## config.mk

```make
export PLATFORM = sky130hd
export DESIGN_NAME = slave_ram_arbiter
export DESIGN_NICKNAME = d
export VERILOG_FILES = /design/src/rtl/slave_ram_pkg.sv /design/src/rtl/slave_ram_arbiter_arb2_rr.sv /design/src/rtl/slave_ram_arbiter.sv
export SDC_FILE = /design/constraint.sdc
export NUM_CORES = 1
export LEC_CHECK = 0
export ABC_AREA = 1
export BUFFER_PORTS_ARGS = -buffer_cell sky130_fd_sc_hd__buf_2
export CAP_MARGIN = 0
export CORE_MARGIN = 2
export CORE_UTILIZATION = 40
export CTS_CLUSTER_SIZE = 10
export DETAILED_ROUTE_END_ITERATION = 16
export GPL_ROUTABILITY_DRIVEN = 0
export PLACE_DENSITY = 0.79
export SYNTH_ARGS = -nofsm -noshare
export SYNTH_HDL_FRONTEND = slang
export SYNTH_HIERARCHICAL = 1
export SYNTH_SLANG_ARGS = --single-unit
```

## constraint.sdc

```tcl
create_clock -name i_clk -period 2.1 [get_ports i_clk]
set_input_delay 0.525 -clock i_clk [delete_from_list [all_inputs] [get_ports i_clk]]
set_output_delay 0.525 -clock i_clk [all_outputs]
set_load 0.02 [all_outputs]
```

## src/rtl/slave_ram_pkg.sv

```systemverilog
// Shared constants and types for the slave BRAM arbiter.
package slave_ram_pkg;

  localparam int SLV_RAM_ADDR_W = 8;
  localparam int SLV_RAM_DATA_W = 32;

  // Client indices into the 2-bit request/grant vectors.
  localparam logic CLI_A = 1'b0;
  localparam logic CLI_B = 1'b1;

  // Arbitration modes.
  localparam int ARB_FIXED = 0;
  localparam int ARB_RR    = 1;

  // One in-flight read: whether it exists and which client owns it.
  typedef struct packed {
    logic valid;
    logic cli;
  } rd_owner_t;

endpackage

```

## src/rtl/slave_ram_arbiter_arb2_rr.sv

```systemverilog
// Two-requester arbiter with an exclude mask and a favoured-client pointer.
// The grant is combinational; the parent registers it onto the RAM port.
module arb2_rr
  import slave_ram_pkg::*;
#(
  parameter int ARB_MODE = ARB_RR
) (
  input  logic       clk,
  input  logic       rst_n,
  input  logic [1:0] req,
  input  logic [1:0] excl,
  output logic [1:0] grant
);

  // Client favoured on the next contention; A after reset.
  logic       ptr_reg;
  logic       ptr_next;
  logic [1:0] eligible;

  // Pick a winner among eligible requesters and derive the next pointer.
  always_comb begin
    eligible = req & ~excl;
    grant    = 2'b00;
    if (eligible == 2'b11) begin
      if (ARB_MODE == ARB_RR) begin
        grant = (ptr_reg == CLI_B) ? 2'b10 : 2'b01;
      end else begin
        grant = 2'b01;
      end
    end else if (eligible[CLI_A]) begin
      grant = 2'b01;
    end else if (eligible[CLI_B]) begin
      grant = 2'b10;
    end
    ptr_next = ptr_reg;
    if (grant[CLI_A]) ptr_next = CLI_B;
    if (grant[CLI_B]) ptr_next = CLI_A;
  end

  // Pointer moves only when somebody is granted.
  always_ff @(posedge clk) begin
    if (!rst_n) ptr_reg <= CLI_A;
    else        ptr_reg <= ptr_next;
  end

endmodule

```

## src/rtl/slave_ram_arbiter.sv

```systemverilog
// Shares the write and read ports of the 256x32 slave BRAM between the host
// register interface (A) and the link frame engine (B).
module slave_ram_arbiter
  import slave_ram_pkg::*;
#(
  parameter int ADDR_W   = SLV_RAM_ADDR_W,
  parameter int DATA_W   = SLV_RAM_DATA_W,
  parameter int ARB_MODE = ARB_RR
) (
  input  logic              i_clk,
  input  logic              i_rst,
  input  logic              i_a_w_req,
  input  logic [ADDR_W-1:0] i_a_w_addr,
  input  logic [DATA_W-1:0] i_a_w_data,
  output logic              o_a_w_ack,
  input  logic              i_b_w_req,
  input  logic [ADDR_W-1:0] i_b_w_addr,
  input  logic [DATA_W-1:0] i_b_w_data,
  output logic              o_b_w_ack,
  input  logic              i_a_r_req,
  input  logic [ADDR_W-1:0] i_a_r_addr,
  output logic              o_a_r_ack,
  output logic              o_a_r_valid,
  input  logic              i_b_r_req,
  input  logic [ADDR_W-1:0] i_b_r_addr,
  output logic              o_b_r_ack,
  output logic              o_b_r_valid,
  output logic [DATA_W-1:0] o_r_data,
  output logic [ADDR_W-1:0] o_slave_w_ram_addr,
  output logic              o_slave_w_ram_ce,
  output logic [DATA_W-1:0] o_slave_w_ram_din,
  output logic [ADDR_W-1:0] o_slave_r_ram_addr,
  output logic              o_slave_r_ram_ce,
  input  logic [DATA_W-1:0] i_slave_r_ram_dout
);

  logic [1:0]        w_grant;
  logic [1:0]        r_grant;
  logic [1:0]        w_ack_reg;
  logic [1:0]        r_ack_reg;
  logic              w_ce_reg;
  logic [ADDR_W-1:0] w_addr_reg;
  logic [DATA_W-1:0] w_din_reg;
  logic              r_ce_reg;
  logic [ADDR_W-1:0] r_addr_reg;
  rd_owner_t         owner_reg;

  // A client acked this cycle sits out arbitration, so a held req re-arms
  // only on the following cycle.
  arb2_rr #(.ARB_MODE(ARB_MODE)) u_w_arb (
    .clk   (i_clk),
    .rst_n (i_rst),
    .req   ({i_b_w_req, i_a_w_req}),
    .excl  (w_ack_reg),
    .grant (w_grant)
  );

  arb2_rr #(.ARB_MODE(ARB_MODE)) u_r_arb (
    .clk   (i_clk),
    .rst_n (i_rst),
    .req   ({i_b_r_req, i_a_r_req}),
    .excl  (r_ack_reg),
    .grant (r_grant)
  );

  // Register the write winner onto the BRAM write port; addr/din hold when idle.
  always_ff @(posedge i_clk) begin
    if (!i_rst) begin
      w_ack_reg  <= 2'b00;
      w_ce_reg   <= 1'b0;
      w_addr_reg <= '0;
      w_din_reg  <= '0;
    end else begin
      w_ack_reg <= w_grant;
      w_ce_reg  <= |w_grant;
      if (w_grant[CLI_B]) begin
        w_addr_reg <= i_b_w_addr;
        w_din_reg  <= i_b_w_data;
      end else if (w_grant[CLI_A]) begin
        w_addr_reg <= i_a_w_addr;
        w_din_reg  <= i_a_w_data;
      end
    end
  end

  // Register the read winner and track who owns the word arriving next cycle.
  always_ff @(posedge i_clk) begin
    if (!i_rst) begin
      r_ack_reg  <= 2'b00;
      r_ce_reg   <= 1'b0;
      r_addr_reg <= '0;
      owner_reg  <= '0;
    end else begin
      r_ack_reg <= r_grant;
      r_ce_reg  <= |r_grant;
      if (r_grant[CLI_B])      r_addr_reg <= i_b_r_addr;
      else if (r_grant[CLI_A]) r_addr_reg <= i_a_r_addr;
      owner_reg <= '{valid: r_ce_reg, cli: r_ack_reg[CLI_B]};
    end
  end

  assign o_a_w_ack          = w_ack_reg[CLI_A];
  assign o_b_w_ack          = w_ack_reg[CLI_B];
  assign o_a_r_ack          = r_ack_reg[CLI_A];
  assign o_b_r_ack          = r_ack_reg[CLI_B];
  assign o_slave_w_ram_ce   = w_ce_reg;
  assign o_slave_w_ram_addr = w_addr_reg;
  assign o_slave_w_ram_din  = w_din_reg;
  assign o_slave_r_ram_ce   = r_ce_reg;
  assign o_slave_r_ram_addr = r_addr_reg;
  assign o_a_r_valid        = owner_reg.valid && (owner_reg.cli == CLI_A);
  assign o_b_r_valid        = owner_reg.valid && (owner_reg.cli == CLI_B);
  // BRAM output register is forwarded directly; zero when nothing is in flight.
  assign o_r_data           = owner_reg.valid ? i_slave_r_ram_dout : '0;

endmodule

```

==> metrics <==
Pleak 0.003015 uW; Layout Skew 6.682 ps; final net count 825; final WL 9159 microns; placed inst area 4104 sq um; Remaining DRCs 0; Area Growth Syn to Fin 44.34%; Max clock buf depth 2; largest net degree at the start of global routing 41; Critical path buffers and inverters 3; sequential area share after synthesis 38.35%; hold wc startpoint o_slave_r_ram_ce; slowest CP cell dfxtp_1; FF-to-FF Start w_ack_reg[0]; Worst-Skew Late Latency 340 ps; post-CTS setup buffers 0; DR iter-0 viols 151; Antenna Nets Post-Route 0; All-Layer GR Usage 21.70%; Die ar. 8282 sq um; CTS Buf Count 9; hold_ws 445.4 ps; Reg2Reg Depth 9; reg2reg end o_slave_w_ram_addr[0]; number of flip-flops under the largest register name 32; RSZ-0062 raised after global routing no; CP startpoint kind flip-flop; DP Worst Slack 110.6 ps; maximum VDD drop 396.3 uV; # rows 31; Core Region 7292 sq um; #FFs+latches synth 58; CTS tree built; multi-input combinational cell area 1308 sq um; Worst path top cell family by delay buffers and inverters; Fmax achieved 0.5604 GHz; r2r setup slk 350 ps; Warnings, synthesis 6; grt total ovfl 0; via count 3600; fin. max-slew vios 0; Worst Setup Path Type flip-flop to output port; FF+latch area 1161 sq um; Synthesized Nets 616; CP cell instances buf_4 -> nand2_1 -> inv_1 -> buf_2; H-tree levels 3; fin area 4370 sq um; syn_area_per_cell 6.282 sq um; Clock transition at path regs 60 ps; WL per Instance 11.52 microns; Synth Flop Type dfxtp_1; Hold Crit Class flip-flop to flip-flop; Hold-fix buffers, CTS 0; first-pass GRT wire length 14720 microns; setup violators final 0; Slew @ Worst Pin 667.3 ps; Post-DP HPWL 7005 microns; cell area after synthesis 3028 sq um; power per cell area 804.4 nW/um^2; proportion of layout cells with a drive suffix above 1 36.21%; post-layout minimum cycle time 1784 ps; Async SR Flop Fraction 0%; Via density 4.528; vias in the first global route 3245; Fill cells 736; Initial Util 41.52%; Largest stage delay, worst path 310 ps; cts repair resizes 0; Crit Path Max Fanout 34; Synth cell types 17; Post-synth EDFFs 0; Ports 222; final worst slack 315.6 ps; setup TNS 0 ps; Worst EP required 1570 ps; final hold violation count 0; clk root buf clkbuf_8; ANT cells 0; initial antenna violation count 0; CTS sink count 58; max-cap violations 0; Max-slew headroom 55.45%; input/output buffers 221; outcome finished, final reports clean; post-layout util 59.93%; Die Y 91.01 microns; Hold Path End owner_reg[1]; Post-Syn Instances 482; arrival time at the worst endpoint 1260 ps; Min-Delay Path Depth 2; CP endpoint kind output port; crit share post-route 84.97%; drt pass-1 iters 4; crit path launch owner_reg[1]; DIE WIDTH 91.01 microns
placed cells by master, fill, tap and decap left out, drive strengths merged:
cell	count
clkinv	1
a21oi	2
bufinv	4
nand3	100
clkbuf	11
dfxtp	58
nand2	191
nor2	5
nor2b	2
buf	228
inv	94
report_power, final:
| part | total (uW) | internal [uW] | switching [uW] |
|---|---|---|---|
| registers | 1260 | 1210 | 51.3 |
| clock network | 1380 | 939 | 442 |
| logic | 878 | 323 | 554 |
cell type report:
class	instances	share of cell area [%]
clock buffers	11	3.235
clock inverters	5	2.863
inverters	94	8.073
multi-input cells	300	29.92
flip-flops and latches	58	26.57
well taps	99	2.834
repair buffers	228	26.51
metal layers:
layer	vias to the layer above	track usage (%)	wire length [microns]
met1	1571	24.33	3551
met4	0	10.73	271
met2	156	38.27	4581
met3	23	5.228	755
met5	-	0	0
li1	1850	-	-
metrics by stage:
stage          std cells  power (uW)
3_3_place_gp         779        2142
4_1_cts              795        3548
2_1_floorplan        482        1867
5_1_grt              795        3701
3_5_place_dp         779        2161
6_report             795        3516
how the worst max path moves through the flow:
stage                            end  slack (ps)  depth (start not counted)
2_1_floorplan           o_r_data[10]         710                          4
3_3_place_gp   o_slave_w_ram_din[26]         190                          9
6_report                o_r_data[26]         320                          4
4_1_cts                 o_r_data[26]         280                          4
3_5_place_dp   o_slave_w_ram_addr[0]         110                          9
5_1_grt        o_slave_w_ram_din[24]         140                          9
cells in the mapped netlist, types with 2 or more instances:
cell type  number  area share [%]
a21oi_1         2            0.33
buf_2          12             2.0
buf_4           5             1.2
buf_1           4            0.50
inv_1          93              12
nor2_1          3            0.37
dfxtp_1        58              38
buf_6           8             3.0
nand3_2         2            0.66
nor2b_4         2            0.91
nand2_2         2            0.41
nand2_1       189              23
nand3_1        98              16
kinds of logic after synthesis:
logic type	synth area share [%]
buffers and inverters	18.47
flip-flops	38.35
AO/OA/AOI/OAI	0.3306
AND/OR/NAND/NOR	42.85
worst min-delay path: cells and delay by family, from the launching register on:
family	cells	cell delay, ps
buffers and inverters	1	30
flip-flops	1	310
AND/OR/NAND/NOR	1	60
Note: power is estimated with default switching activity, not from simulation.
